### src/rtl/clock_pkg.sv
// Shared constants and types for the century-clock digit stages.
package clock_pkg;

    localparam int unsigned SEC_MAX   = 59;
    localparam int unsigned MIN_MAX   = 59;
    localparam int unsigned HOUR_MAX  = 23;
    localparam int unsigned MONTH_MAX = 12;
    localparam int unsigned DAY_MIN   = 1;
    localparam int unsigned YEAR_MAX  = 99;

    localparam int unsigned SEC_WIDTH   = 6;
    localparam int unsigned MIN_WIDTH   = 6;
    localparam int unsigned HOUR_WIDTH  = 5;
    localparam int unsigned DAY_WIDTH   = 5;
    localparam int unsigned MONTH_WIDTH = 4;
    localparam int unsigned YEAR_WIDTH  = 7;

    typedef enum logic {
        DIR_UP   = 1'b0,
        DIR_DOWN = 1'b1
    } dir_t;

endpackage

### src/rtl/bin2bcd_2d.sv
// Combinational binary to two-digit BCD; tens digit saturates at 9 above 99.
module bin2bcd_2d #(
    parameter int unsigned WIDTH = 6
) (
    input  logic [WIDTH-1:0] bin,
    output logic [3:0]       tens,
    output logic [3:0]       ones
);

    logic [31:0] bin_ext;
    logic [31:0] tens_raw;

    // Split the value into decimal digits, clamping the tens digit.
    always_comb begin
        bin_ext  = 32'(bin);
        tens_raw = bin_ext / 32'd10;
        ones     = 4'(bin_ext % 32'd10);
        if (tens_raw > 32'd9) begin
            tens = 4'd9;
        end else begin
            tens = 4'(tens_raw);
        end
    end

endmodule

### src/rtl/mod_time_counter.sv
// Generic modulo digit stage for the century clock: up/down counting on an
// advance strobe, runtime wrap limit, synchronous clamped load, and a
// registered one-cycle carry/borrow strobe for the next stage.
// Optional BCD outputs are enabled by defining MOD_COUNTER_BCD_OUT_EN.
module mod_time_counter
    import clock_pkg::*;
#(
    parameter int unsigned WIDTH   = 6,
    parameter int unsigned MIN_VAL = 0
) (
    input  logic             clk,
    input  logic             rst_n,
    input  logic             inc,
    input  logic             dir_down,
    input  logic [WIDTH-1:0] max_val,
    input  logic             load,
    input  logic [WIDTH-1:0] load_val,
    output logic [WIDTH-1:0] count,
`ifdef MOD_COUNTER_BCD_OUT_EN
    output logic [3:0]       bcd_tens,
    output logic [3:0]       bcd_ones,
`endif
    output logic             carry
);

    localparam logic [WIDTH-1:0] MIN_V = WIDTH'(MIN_VAL);

    logic [WIDTH-1:0] count_d, count_q;
    logic             carry_d, carry_q;
    logic             below_min;
    dir_t             dir;

    assign dir = dir_t'(dir_down);

    // With a zero floor nothing can sit below it, so skip the compare.
    generate
        if (MIN_VAL == 0) begin : g_no_floor
            assign below_min = 1'b0;
        end else begin : g_floor
            assign below_min = (load_val < MIN_V);
        end
    endgenerate

    // Next-state mux: load (clamped) beats inc; otherwise step up/down or hold.
    always_comb begin
        count_d = count_q;
        carry_d = 1'b0;
        if (load) begin
            if (load_val > max_val) begin
                count_d = max_val;
            end else if (below_min) begin
                count_d = MIN_V;
            end else begin
                count_d = load_val;
            end
        end else if (inc) begin
            unique case (dir)
                DIR_UP: begin
                    if (count_q >= max_val) begin
                        count_d = MIN_V;
                        carry_d = 1'b1;
                    end else begin
                        count_d = count_q + 1'b1;
                    end
                end
                DIR_DOWN: begin
                    if (count_q <= MIN_V) begin
                        count_d = max_val;
                        carry_d = 1'b1;
                    end else begin
                        count_d = count_q - 1'b1;
                    end
                end
                default: begin
                    count_d = count_q;
                end
            endcase
        end
    end

`ifdef MOD_COUNTER_BCD_OUT_EN
    localparam int unsigned MIN_TENS = (MIN_VAL / 10 > 9) ? 9 : MIN_VAL / 10;
    localparam logic [3:0]  RST_TENS = 4'(MIN_TENS);
    localparam logic [3:0]  RST_ONES = 4'(MIN_VAL % 10);

    logic [3:0] bcd_tens_d, bcd_tens_q;
    logic [3:0] bcd_ones_d, bcd_ones_q;

    // Convert the next count so the digits land on the same edge as count.
    bin2bcd_2d #(
        .WIDTH (WIDTH)
    ) u_bin2bcd (
        .bin  (count_d),
        .tens (bcd_tens_d),
        .ones (bcd_ones_d)
    );

    // BCD digit registers with asynchronous reset to the digits of MIN_VAL.
    always_ff @(posedge clk or negedge rst_n) begin
        if (!rst_n) begin
            bcd_tens_q <= RST_TENS;
            bcd_ones_q <= RST_ONES;
        end else begin
            bcd_tens_q <= bcd_tens_d;
            bcd_ones_q <= bcd_ones_d;
        end
    end

    assign bcd_tens = bcd_tens_q;
    assign bcd_ones = bcd_ones_q;
`endif

    // Count and carry registers with asynchronous active-low reset.
    always_ff @(posedge clk or negedge rst_n) begin
        if (!rst_n) begin
            count_q <= MIN_V;
            carry_q <= 1'b0;
        end else begin
            count_q <= count_d;
            carry_q <= carry_d;
        end
    end

    assign count = count_q;
    assign carry = carry_q;

endmodule

### config.mk
export PLATFORM = sky130hd
export DESIGN_NAME = mod_time_counter
export DESIGN_NICKNAME = d
export VERILOG_FILES = /design/src/rtl/clock_pkg.sv /design/src/rtl/bin2bcd_2d.sv /design/src/rtl/mod_time_counter.sv
export SDC_FILE = /design/constraint.sdc
export NUM_CORES = 1
export LEC_CHECK = 0
export BUFFER_PORTS_ARGS = -buffer_cell sky130_fd_sc_hd__buf_2
export CAP_MARGIN = 20
export CORE_ASPECT_RATIO = 0.75
export CORE_MARGIN = 3
export CORE_UTILIZATION = 52
export DETAILED_ROUTE_END_ITERATION = 10
export PLACE_DENSITY_LB_ADDON = 0.3
export SLEW_MARGIN = 5
export SYNTH_ARGS = -nofsm -noshare
export SYNTH_HDL_FRONTEND = slang
export SYNTH_SLANG_ARGS = --single-unit
export TNS_END_PERCENT = 30
### constraint.sdc
create_clock -name clk -period 2.37 [get_ports clk]
set_input_delay 0.237 -clock clk [delete_from_list [all_inputs] [get_ports clk]]
set_output_delay 0.237 -clock clk [all_outputs]
set_load 0.05 [all_outputs]
==> impl_metrics.json <==
{
  "synthFlopType": "dfrtp_1",
  "ys_top_cells_by_area": "ha_1 (18%), dfrtp_1 (17%), nor3_1 (4.3%)",
  "max_stage_delay_ns": 0.50,
  "antenna_cells": 0,
  "post-place-ws_ns": 0.179,
  "post_drt_wl_per_cell_um": 16.1,
  "numCtsBuffers": 3,
  "core_um2": 1820,
  "synth_seq_cells": 7,
  "rsz0062_at_grt": "false",
  "outcome": "complete, no violations",
  "slew_violations": 0,
  "final_hold_viol_count": 0,
  "ir_drop_mv": 0.451,
  "drc_errors": 0,
  "die_y_um": 44.9,
  "power.leakage_nw": 0.611,
  "setup_ws_ns": 0.148,
  "fin_setup_tns_ns": 0,
  "cp-end-kind": "flop",
  "place.gp.congestion": 0.942,
  "cp_slowest_cell": "or4_1",
  "fmax_mhz": 450,
  "ys_types": 48,
  "clk_pin_slew_worst_paths_ns": 0.05,
  "fin_area_um2": 1250,
  "skew_ns": 0.00802,
  "cts_sinks": 7,
  "seq_area_frac_synth_pct": 16.7,
  "cp.arrival_ns": 2.35,
  "setup_viol": 0,
  "cts.path.max_buffers": 2,
  "clock_latency_ns": 0.26,
  "grt_pass1_wl_um": 4800,
  "cts_tree": "done",
  "final_common_cell": "buf_2",
  "relSlewSlack_pct": 56.9,
  "ios": 24,
  "powerDensity_nw_per_um2": 627,
  "fin_crit_sh_pct": 93.8,
  "tightest_slew_ns": 0.647,
  "cp_max_fo": 10,
  "crit_family": "simple AND/OR/NAND/NOR gates",
  "cts-root-buf": "clkbuf_4",
  "place_area_um2": 1210,
  "grt_max_degree": 20,
  "ys_warn_count": 0,
  "antenna_left": 0,
  "cp_num_buf_inv": 1,
  "first_pass_iters": 4,
  "dpl.hpwl_um": 2480,
  "port_buffers": 23,
  "holdCritPathClass": "in2reg",
  "seqCellArea_um2": 176,
  "area_growth_pct": 18.7,
  "drv_cap": 0,
  "antenna_found_initial": 0,
  "initial_core_util_pct": 57.7,
  "cts_max_level": 1,
  "fp.dieArea_um2": 2600,
  "synthArstFlopShare_pct": 100,
  "drt-initial-drc-count": 49,
  "finalNetCount": 196,
  "final_cell_count_no_fill": 185,
  "synth-edff-count": 0,
  "n_fill_cell": 172,
  "vias": 1152,
  "fp.dieW_um": 57.9,
  "post-place-cells": 180,
  "path_class": "reg2reg",
  "multiInputGateArea_um2": 813,
  "netlist.area_leader.share_pct": 17.9,
  "netlist_area_um2": 1050,
  "start_kind": "flop",
  "min_period_ns": 2.22,
  "track_usage_pct": 24.4,
  "whs_ns": 0.273,
  "avgViaCountPerCell": 6.23,
  "post-route-util_pct": 68.5,
  "synth_top_area_cell": "ha_1",
  "drive_gt1_share_pct": 23.3,
  "syn_area_per_cell_um2": 7.79,
  "rows": 13,
  "wl_um": 2980,
  "grt.overflow.total": 0,
  "final_cell_mix": "buf_2 (23), ha_1 (15), inv_1 (9), nor2_1 (9), nor3_1 (9)",
  "crit_chain": "inv_1, ha_1, nor3b_4, nand2_4, mux2i_1, a22o_1, or4_1",
  "grt_pass1_vias": 1004,
  "p_total_mw": 0.782,
  "crit_required_ns": 2.50,
  "synthesis.nets": 167,
  "syn_inst": 135
}
==> synthesized netlist by cell type (all sizes together), types with 3 or more instances <==
library cell / n
a21oi: 8
and3: 3
clkbuf: 3
dfrtp: 7
ha: 15
inv: 11
nand2: 9
nand2b: 4
nand3: 9
nor2: 9
nor2b: 3
nor3: 9
o21ai: 5
==> kinds of logic after synthesis <==
logic type      after synthesis  share of synthesized area (%)
mux                           3                           2.98
fa+ha+maj                    15                           17.9
buf+inv                      16                           5.95
compound gates               35                           23.9
xor+xnor                      3                           2.50
simple gates                 56                           30.1
flops                         7                           16.7
==> worst paths after layout <==
check | start | end | slack (ns) | cells after the start
max | count[1] | count[1] | 0.15 | 7
min | load_val[3] | count[3] | 0.27 | 2
max reg2reg | count[1] | count[1] | 0.15 | 7
min reg2reg | count[0] | count[0] | 0.80 | 3
max in group asynchronous | rst_n | count[0] | 1.83 | 2
min in group asynchronous | rst_n | count[1] | 0.36 | 2
==> power by group <==
group / switching (mW) / total, mW / internal (mW) / leakage, nW
sequential: 0.0235 / 0.167 / 0.144 / 0.0827
clock: 0.0444 / 0.109 / 0.0643 / 0.0150
combinational: 0.321 / 0.506 / 0.185 / 0.514
total: 0.389 / 0.782 / 0.394 / 0.611
==> repair_timing <==
action,in CTS,in global routing
endpoints found under the hold margin,7,0
resized for setup,0,0
hold buffers,1,0
setup buffers,0,0
==> cell type report <==
type                            instances  area share (%)
Tap cell                               22            2.21
Sequential cell                         7            14.1
Clock buffer                            4            2.11
Timing Repair Buffer                   29            13.0
Multi-Input combinational cell        112            65.2
Inverter                               11            3.31
==> sequential cells by signal, summed over array words and instances (netlist names) <==
signal and count:
count 6, carry 1
==> per-layer routing <==
metal  vias up  part of all wire, %  GRT usage [%]  wire [um]
li1        564                    -              -          -
met1       534                   47           34.6       1390
met2        48                   45           38.5       1330
met3         6                  7.1           2.86        212
met4         0                  1.7           8.80         50
met5         -                    0              0          0
(Power assumes the default switching activity.)
